`config.mk`:
```
export PLATFORM = sky130hd
export DESIGN_NAME = multicycle_control
export DESIGN_NICKNAME = d
export VERILOG_FILES = /design/src/rtl/multicycle_control.sv
export SDC_FILE = /design/constraint.sdc
export NUM_CORES = 1
export LEC_CHECK = 0
export ABC_AREA = 1
export CAP_MARGIN = 30
export CORE_MARGIN = 2
export CORE_UTILIZATION = 45
export CTS_CLUSTER_DIAMETER = 200
export DETAILED_ROUTE_END_ITERATION = 7
export PLACE_DENSITY = 0.85
export SLEW_MARGIN = 15
export SYNTH_ARGS = -nofsm -noshare
export SYNTH_HDL_FRONTEND = slang
export SYNTH_SLANG_ARGS = --single-unit
```
`constraint.sdc`:
```
create_clock -name clk -period 1.45 [get_ports clk]
set_input_delay 0.29 -clock clk [delete_from_list [all_inputs] [get_ports clk]]
set_output_delay 0.29 -clock clk [all_outputs]
set_load 0.02 [all_outputs]
```
`src/rtl/multicycle_control.sv`:
```
// rtl/multicycle_control.sv - multi-cycle RV32I control FSM with memory watchdog and retire counter
module multicycle_control #(
   parameter int TIMEOUT_CYCLES = 15,
   parameter int ENABLE_UPPER   = 1,
   parameter int INSTRET_W      = 32
) (
   input  logic                 clk,
   input  logic                 rst,
   input  logic [6:0]           opcode,
   input  logic                 mem_ready,
   output logic                 PCWrite,
   output logic                 Branch,
   output logic                 PCSource,
   output logic                 IorD,
   output logic                 MemRead,
   output logic                 MemWrite,
   output logic                 IRWrite,
   output logic                 RegWrite,
   output logic [1:0]           MemToReg,
   output logic [1:0]           ALUSrcA,
   output logic [1:0]           ALUSrcB,
   output logic [1:0]           ALUOp,
   output logic                 Jump,
   output logic                 instr_done,
   output logic [INSTRET_W-1:0] instret,
   output logic                 illegal,
   output logic                 fault,
   output logic [3:0]           state
);

   typedef enum logic [3:0] {
      FETCH    = 4'd0,
      DECODE   = 4'd1,
      EXEC_R   = 4'd2,
      EXEC_I   = 4'd3,
      MEM_ADDR = 4'd4,
      MEM_RD   = 4'd5,
      MEM_WB   = 4'd6,
      MEM_WR   = 4'd7,
      BRANCH   = 4'd8,
      JUMP     = 4'd9,
      UPPER    = 4'd10,
      ALU_WB   = 4'd11,
      TRAP     = 4'd12
   } state_t;

   localparam int WD_W = (TIMEOUT_CYCLES > 2) ? $clog2(TIMEOUT_CYCLES) : 1;
   localparam logic [WD_W-1:0] WD_LAST = (TIMEOUT_CYCLES > 0) ? WD_W'(TIMEOUT_CYCLES - 1) : '0;

   state_t          cur, nxt;
   logic [WD_W-1:0] wd_cnt;
   logic            mem_wait;
   logic            wd_expire;

   assign state     = cur;
   assign mem_wait  = ((cur == FETCH) || (cur == MEM_RD) || (cur == MEM_WR)) && !mem_ready;
   assign wd_expire = (TIMEOUT_CYCLES != 0) && mem_wait && (wd_cnt == WD_LAST);

   always_ff @(posedge clk) begin
      if (rst) begin
         cur     <= FETCH;
         wd_cnt  <= '0;
         instret <= '0;
         illegal <= 1'b0;
         fault   <= 1'b0;
      end else begin
         cur <= nxt;
         // counter restarts on every state change, so entering a memory state starts from zero
         if (nxt != cur)
            wd_cnt <= '0;
         else if (mem_wait)
            wd_cnt <= wd_cnt + WD_W'(1);
         if (instr_done)
            instret <= instret + INSTRET_W'(1);
         if (cur == DECODE && nxt == TRAP)
            illegal <= 1'b1;
         if (wd_expire)
            fault <= 1'b1;
      end
   end

   always_comb begin
      nxt        = cur;
      PCWrite    = 1'b0;
      Branch     = 1'b0;
      PCSource   = 1'b0;
      IorD       = 1'b0;
      MemRead    = 1'b0;
      MemWrite   = 1'b0;
      IRWrite    = 1'b0;
      RegWrite   = 1'b0;
      MemToReg   = 2'b00;
      ALUSrcA    = 2'b00;
      ALUSrcB    = 2'b00;
      ALUOp      = 2'b00;
      Jump       = 1'b0;
      instr_done = 1'b0;
      case (cur)
         FETCH: begin
            MemRead = 1'b1;
            ALUSrcB = 2'b01;
            IRWrite = mem_ready;
            PCWrite = mem_ready;
            if (mem_ready)      nxt = DECODE;
            else if (wd_expire) nxt = TRAP;
         end
         DECODE: begin
            ALUSrcA = 2'b10;
            ALUSrcB = 2'b10;
            case (opcode)
               7'b0110011:             nxt = EXEC_R;
               7'b0010011:             nxt = EXEC_I;
               7'b0000011, 7'b0100011: nxt = MEM_ADDR;
               7'b1100011:             nxt = BRANCH;
               7'b1101111, 7'b1100111: nxt = JUMP;
               7'b0110111, 7'b0010111: nxt = (ENABLE_UPPER != 0) ? UPPER : TRAP;
               default:                nxt = TRAP;
            endcase
         end
         EXEC_R: begin
            ALUSrcA = 2'b01;
            ALUOp   = 2'b10;
            nxt     = ALU_WB;
         end
         EXEC_I: begin
            ALUSrcA = 2'b01;
            ALUSrcB = 2'b10;
            ALUOp   = 2'b10;
            nxt     = ALU_WB;
         end
         UPPER: begin
            ALUSrcA = opcode[5] ? 2'b11 : 2'b10;
            ALUSrcB = 2'b10;
            nxt     = ALU_WB;
         end
         MEM_ADDR: begin
            ALUSrcA = 2'b01;
            ALUSrcB = 2'b10;
            nxt     = opcode[5] ? MEM_WR : MEM_RD;
         end
         MEM_RD: begin
            MemRead = 1'b1;
            IorD    = 1'b1;
            if (mem_ready)      nxt = MEM_WB;
            else if (wd_expire) nxt = TRAP;
         end
         MEM_WB: begin
            RegWrite   = 1'b1;
            MemToReg   = 2'b01;
            instr_done = 1'b1;
            nxt        = FETCH;
         end
         MEM_WR: begin
            MemWrite   = 1'b1;
            IorD       = 1'b1;
            instr_done = mem_ready;
            if (mem_ready)      nxt = FETCH;
            else if (wd_expire) nxt = TRAP;
         end
         ALU_WB: begin
            RegWrite   = 1'b1;
            instr_done = 1'b1;
            nxt        = FETCH;
         end
         BRANCH: begin
            ALUSrcA    = 2'b01;
            ALUOp      = 2'b01;
            Branch     = 1'b1;
            PCSource   = 1'b1;
            instr_done = 1'b1;
            nxt        = FETCH;
         end
         JUMP: begin
            RegWrite   = 1'b1;
            MemToReg   = 2'b10;
            Jump       = 1'b1;
            PCWrite    = 1'b1;
            ALUSrcA    = opcode[3] ? 2'b10 : 2'b01;
            ALUSrcB    = 2'b10;
            instr_done = 1'b1;
            nxt        = FETCH;
         end
         TRAP:    nxt = TRAP;
         default: nxt = TRAP;
      endcase
      // reset masks everything, including the Mealy fetch strobes
      if (rst) begin
         PCWrite    = 1'b0;
         Branch     = 1'b0;
         PCSource   = 1'b0;
         IorD       = 1'b0;
         MemRead    = 1'b0;
         MemWrite   = 1'b0;
         IRWrite    = 1'b0;
         RegWrite   = 1'b0;
         MemToReg   = 2'b00;
         ALUSrcA    = 2'b00;
         ALUSrcB    = 2'b00;
         ALUOp      = 2'b00;
         Jump       = 1'b0;
         instr_done = 1'b0;
      end
   end

endmodule

```
Word-level counts from Yosys, hierarchy flattened. Index checks and enable logic that the tools add are counted.

Register bits after elaboration: 42. Output and inout bits: 56.

Add/subtract/negate cells: 2. Mux-type cells: 35. Reductions and logical operators: 19. Equality and inequality tests: 23.

Operator list (count): $add A32 B1 Y32 const B (1); $pmux W4 S7 (1); $eq A4 B4 Y1 const B (6); $pmux W4 S6 (1); $eq A7 B6 Y1 const B (3); $eq A7 B7 Y1 const B (3); $mux W1 (17); $eq A4 B3 Y1 const B (4); $mux W4 (4); $eq A7 B5 Y1 const B (2); $reduce_or A2 Y1 (7); $mux W2 (6); $pmux W2 S2 (3); $eq A4 B2 Y1 const B (2); $pmux W2 S4 (1); $reduce_or A4 Y1 (2); $eq A7 B2 Y1 const B (1); $reduce_or A3 Y1 (2); $reduce_or A5 Y1 (1); $add A4 B1 Y4 const B (1); $eq A4 B1 Y1 const B (1); $logic_not A4 Y1 (1); $ne A4 B4 Y1 (1); $pmux W1 S2 (2); other kinds (3) (6).

Longest topological paths before layout. Gate-level depths: netlist (run 1).

Word-level depth: 10. Mapped depth: 13. Depth with buffers taken out: 13.

Worst setup path before layout (run 1). Ideal clock, no wire load.

Kind: reg2out. From: reg cur[0], in the netlist state[0]. To: out ALUSrcB[1]. Buffers on the path: 0. Cell stages (with the launch flop): 9. Path slack: -0.303 ns. Data arrival time: 1.463 ns. Path through: dfxtp_1 > inv_2 > nor2_1 > inv_1 > nor2_2 > inv_1 > nand2_1 > nor2_1 > a21oi_1.

Word-level cells in the longest chain between the ends: 4. Elaborated cells on any way between the ends: 9. Classes of those cells: eq/ne (5); mux (2); reduce/logical (2).

RTL lines: start, declared (RTL line 50) `state_t cur, nxt;`; start signal, assigned (RTL line 67) `cur <= nxt;`; $eq A4 B1 Y1 (tied with other cells) (RTL line 98) `case (cur)`; $reduce_or A5 Y1 (no line); $pmux W2 S2 (*) (RTL line 98); $mux W2 (*) (RTL line 187) `if (rst) begin`; end, declared (RTL line 21) `output logic [1:0] ALUSrcB,`.

Every way passes the cells marked *; elsewhere a longest branch is shown, timed or not.

Final worst setup path (run 1).
From: reg cur[1], in the netlist state[1]. To: reg wd_cnt[2].

Word-level cells in the longest chain between the ends: 10. Elaborated cells on any way between the ends: 25. Classes of those cells: eq/ne (12); mux (5); reduce/logical (8).

RTL lines: $eq A4 B3 Y1 / $logic_not A4 Y1 (equally long branches) (RTL line 56, 98); $logic_or A1 B1 Y1 (2 in series) (RTL line 56) `assign mem_wait = ((cur == FETCH) || (cur == MEM_RD) || (cur == MEM_WR)) && !mem_ready;`; $logic_and A1 B1 Y1 (RTL line 56); $logic_and A1 B1 Y1 (RTL line 57) `assign wd_expire = (TIMEOUT_CYCLES != 0) && mem_wait && (wd_cnt == WD_LAST);`; $mux W4 (RTL line 105, 145, 158); $mux W4, on equally long branches (RTL line 157, 104, 144); $pmux W4 S7 (RTL line 98); $ne A4 B4 Y1 (RTL line 69) `if (nxt != cur)`; $reduce_or A2 Y1 (no line); end signal, assigned (RTL line 72) `wd_cnt <= wd_cnt + WD_W'(1);`; end, declared (RTL line 51) `logic [WD_W-1:0] wd_cnt;`.

Parallel ways exist; a longest one is shown, timed or not. A chain may end at the register's enable or synchronous reset.

==> flow_metrics.tcl, run 1 <==
set metrics [dict create \
    fp-row-count 28 \
    ys_top_cells_by_count "nand2_1, nor2_1, inv_1" \
    startpoint_type "flip-flop" \
    worst-path-buf-inv 2 \
    power_frac_comb_pct 66.4 \
    nets 642 \
    hold_path.class "flip-flop to flip-flop" \
    synth.top_cell.area_share_pct 29.6 \
    fmax_mhz 513 \
    num_io_pins 66 \
    postRouteAntennaNets 0 \
    synth_nets 468 \
    drive_above_1_share_pct 44.1 \
    cts_root_buf "clkbuf_8" \
    clock_sinks 42 \
    wl_um 12400 \
    maxCapViolCount 0 \
    crit_path_max_fanout 7 \
    drv_slew 0 \
    powerDensity_mw_per_mm2 1490 \
    finalSetupViolCount 60 \
    syn_area_mm2 0.00284 \
    h-tree-depth 2 \
    fp.dieH_um 83.5 \
    synthCells 455 \
    synth-seq-cells 42 \
    antenna_found_initial 0 \
    crit_slowest_cell "dfxtp_4" \
    die-area_mm2 0.00697 \
    num-fill-cells 329 \
    start_util_pct 47.2 \
    clkTransAtPathRegs_ns 0.09 \
    drcViolationCount 0 \
    p_leak_nw 2.38 \
    hold_viol_final 0 \
    clockBufferDepth 2 \
    status "complete, but fails checks" \
    design_area_mm2 0.00514 \
    gp_congestion 0.962 \
    grt_pass1_vias 3840 \
    portBuffers 65 \
    drt-initial-drc-count 311 \
    p_clk_share_pct 15.0 \
    cts_buffers 5 \
    hpwl_um 7190 \
    path_cells "buf_6 -> nor2_4 -> nand2_2 -> buf_6 -> nand2_8 -> nand3_4 -> nand3_4 -> nand3_4 -> xor2_4 -> nand3_4 -> nor2_2" \
    min_period_ns 1.95 \
    yosysMostFrequentCell "nand2_1" \
    p_sw_mw 3.40 \
    ctsHoldBuffers 0 \
    fin_hold_ws_ns 0.464 \
    rsz0062_at_grt "yes" \
    synth_edf_count 0 \
    synth_seq_area_share_pct 29.6 \
    grt.overflow.total 0 \
    p_int_mw 4.25 \
    antennaDiodeCount 0 \
    synth_async_sr_flop_share_pct 0 \
    grtUsageTotal_pct 29.8 \
    critPathMostFrequentCell "nand3_4" \
    violations "setup timing" \
    setup_tns_ns -17.40 \
    arrival_ns 2.20 \
    required_ns 1.70 \
    max_slew_margin_pct 74.5 \
    endpoint_kind "flip-flop" \
    core_area_mm2 0.00603 \
    ir_drop_mv 1.28 \
    p_seq_share_pct 18.6 \
    synth_cell_types 32 \
    drt_pass1_iterations 7 \
    skew_ns 0.0105 \
    synth_top_area_cell "dfxtp_1" \
    slowest_delay_ns 0.37 \
    cts_tree "built" \
    grt_pass1_wl_um 17200 \
    wl_per_cell_um 17.5 \
    grt_max_degree 24 \
    place_area_mm2 0.00431 \
    fin_ws_ns -0.499 \
    die_w_um 83.5 \
    synth_area_leaders "dfxtp_1, nand2_1, nor2_1" \
    swShare_pct 44.4 \
    synthFlopType "dfxtp_1" \
    fin_cells 705 \
    viasPerCell 5.68 \
    crit_family "simple AND/OR/NAND/NOR gates" \
    area_growth_pct 80.9 \
    clk-insertion-delay-late_ns 0.31 \
    yosysWarnings 0 \
    worst_pin_slew_ns 0.380 \
    dp.cells 674 \
    path_class "flip-flop to flip-flop" \
    num_vias 4004 \
    period_share_pct 134 \
    post_synth.cell_area_avg_um2 6.25 \
]
-- metrics by stage --
step	setup WS [ns]	util, %	power (mW)
2_1_floorplan	-0.0555	-	3.09
3_3_place_gp	-0.568	71.6	4.49
3_5_place_dp	-0.619	71.6	4.57
4_1_cts	-0.341	80.5	6.61
5_1_grt	-0.551	85.3	7.90
6_report	-0.499	85.3	7.65
-- worst paths after layout --
kind                                   to  slack [ns]  depth (start not counted)  startpoint
worst max-delay path            wd_cnt[2]       -0.50                         11    state[1]
worst min-delay path              illegal        0.46                          2     illegal
worst max register to register  wd_cnt[2]       -0.50                         11    state[1]
worst min register to register    illegal        0.46                          2     illegal
-- timing repair --
item / CTS / global route
resized for setup: 237 / 65
pin swaps: 38 / 20
endpoints found under the setup margin: 95 / 69
buffers inserted: 19 / 3
cloned: 1 / 1
-- cells by family (layout without fill, tap and decap cells) --
kind of cell	count (synthesis)	in the layout	synth area share, %
AO/OA/AOI/OAI	49	49	8.98
XOR/XNOR	21	21	6.47
adder cells (fa/ha/maj)	3	3	1.32
buffers and inverters	66	241	10.0
flip-flops	42	42	29.6
AND/OR/NAND/NOR	274	274	43.6
-- flip-flops by register name, summed over array words and instances, names as in the netlist --
register and flops:
instret 32, state 4, wd_cnt 4, fault 1
illegal 1
-- placed cells by master, fill, tap and decap left out, types with 2 or more instances in the layout --
| cell type | instances |
|---|---|
| nand3_2 | 9 |
| clkdlybuf4s50_1 | 9 |
| dfxtp_2 | 14 |
| inv_2 | 12 |
| a21oi_1 | 26 |
| clkdlybuf4s15_1 | 6 |
| dfxtp_1 | 24 |
| xor2_1 | 12 |
| xnor2_1 | 8 |
| o21ai_1 | 6 |
| nor2_2 | 21 |
| nor2_4 | 13 |
| buf_4 | 96 |
| ha_1 | 3 |
| dfxtp_4 | 4 |
| buf_12 | 3 |
| nand2_2 | 16 |
| nor3_4 | 4 |
| nand2_4 | 8 |
| nor3_1 | 20 |
| nor3_2 | 2 |
| nand3_4 | 6 |
| dlygate4sd2_1 | 28 |
| a31oi_4 | 2 |
| nand2_1 | 109 |
| nor3b_1 | 2 |
| nor2_1 | 36 |
| buf_8 | 2 |
| nand4_1 | 9 |
| nand3_1 | 14 |
| a21oi_2 | 10 |
| clkbuf_8 | 5 |
| inv_4 | 4 |
| inv_1 | 37 |
| clkdlybuf4s15_2 | 2 |
| bufinv_16 | 2 |
| buf_6 | 31 |
-- power by group through the flow --
stage,sequential [mW],combinational [mW],clock [mW]
detailed placement,1.42,3.15,0
global placement,1.41,3.08,0
CTS,1.41,4.05,1.15
finish,1.42,5.08,1.15
floorplan,1.55,1.54,0
global route,1.43,5.26,1.21
-- metal layers --
metal | track usage, % | vias to the layer above | share of wire [%]
met5 | 0 | - | 0
met4 | 15.0 | 0 | 7.1
met3 | 6.73 | 94 | 7.7
met2 | 55.6 | 270 | 51
met1 | 31.1 | 1844 | 34
li1 | - | 1796 | -
-- cell type report --
class	count	area, um2	area share [%]
Clock buffer	5	68.8	1.34
Clock inverter	3	68.8	1.34
Inverter	53	209	4.07
Multi-Input combinational cell	347	2190	42.5
Sequential cell	42	873	17.0
Tap cell	75	93.8	1.83
Timing Repair Buffer	180	1640	31.9
-- tightest hold or removal path: stages, from the launching register on --
cell and delay (ns):
dfxtp_1 0.33, nand2_1 0.06, o31ai_2 0.05
No activity file was read; power rests on OpenSTA's default activity.
==> inputs of run 2 (changes only) <==
- SLEW_MARGIN: 15 -> not set
==> results of run 2 <==
Final layout, timing and power as in run 1 (identical DEF).
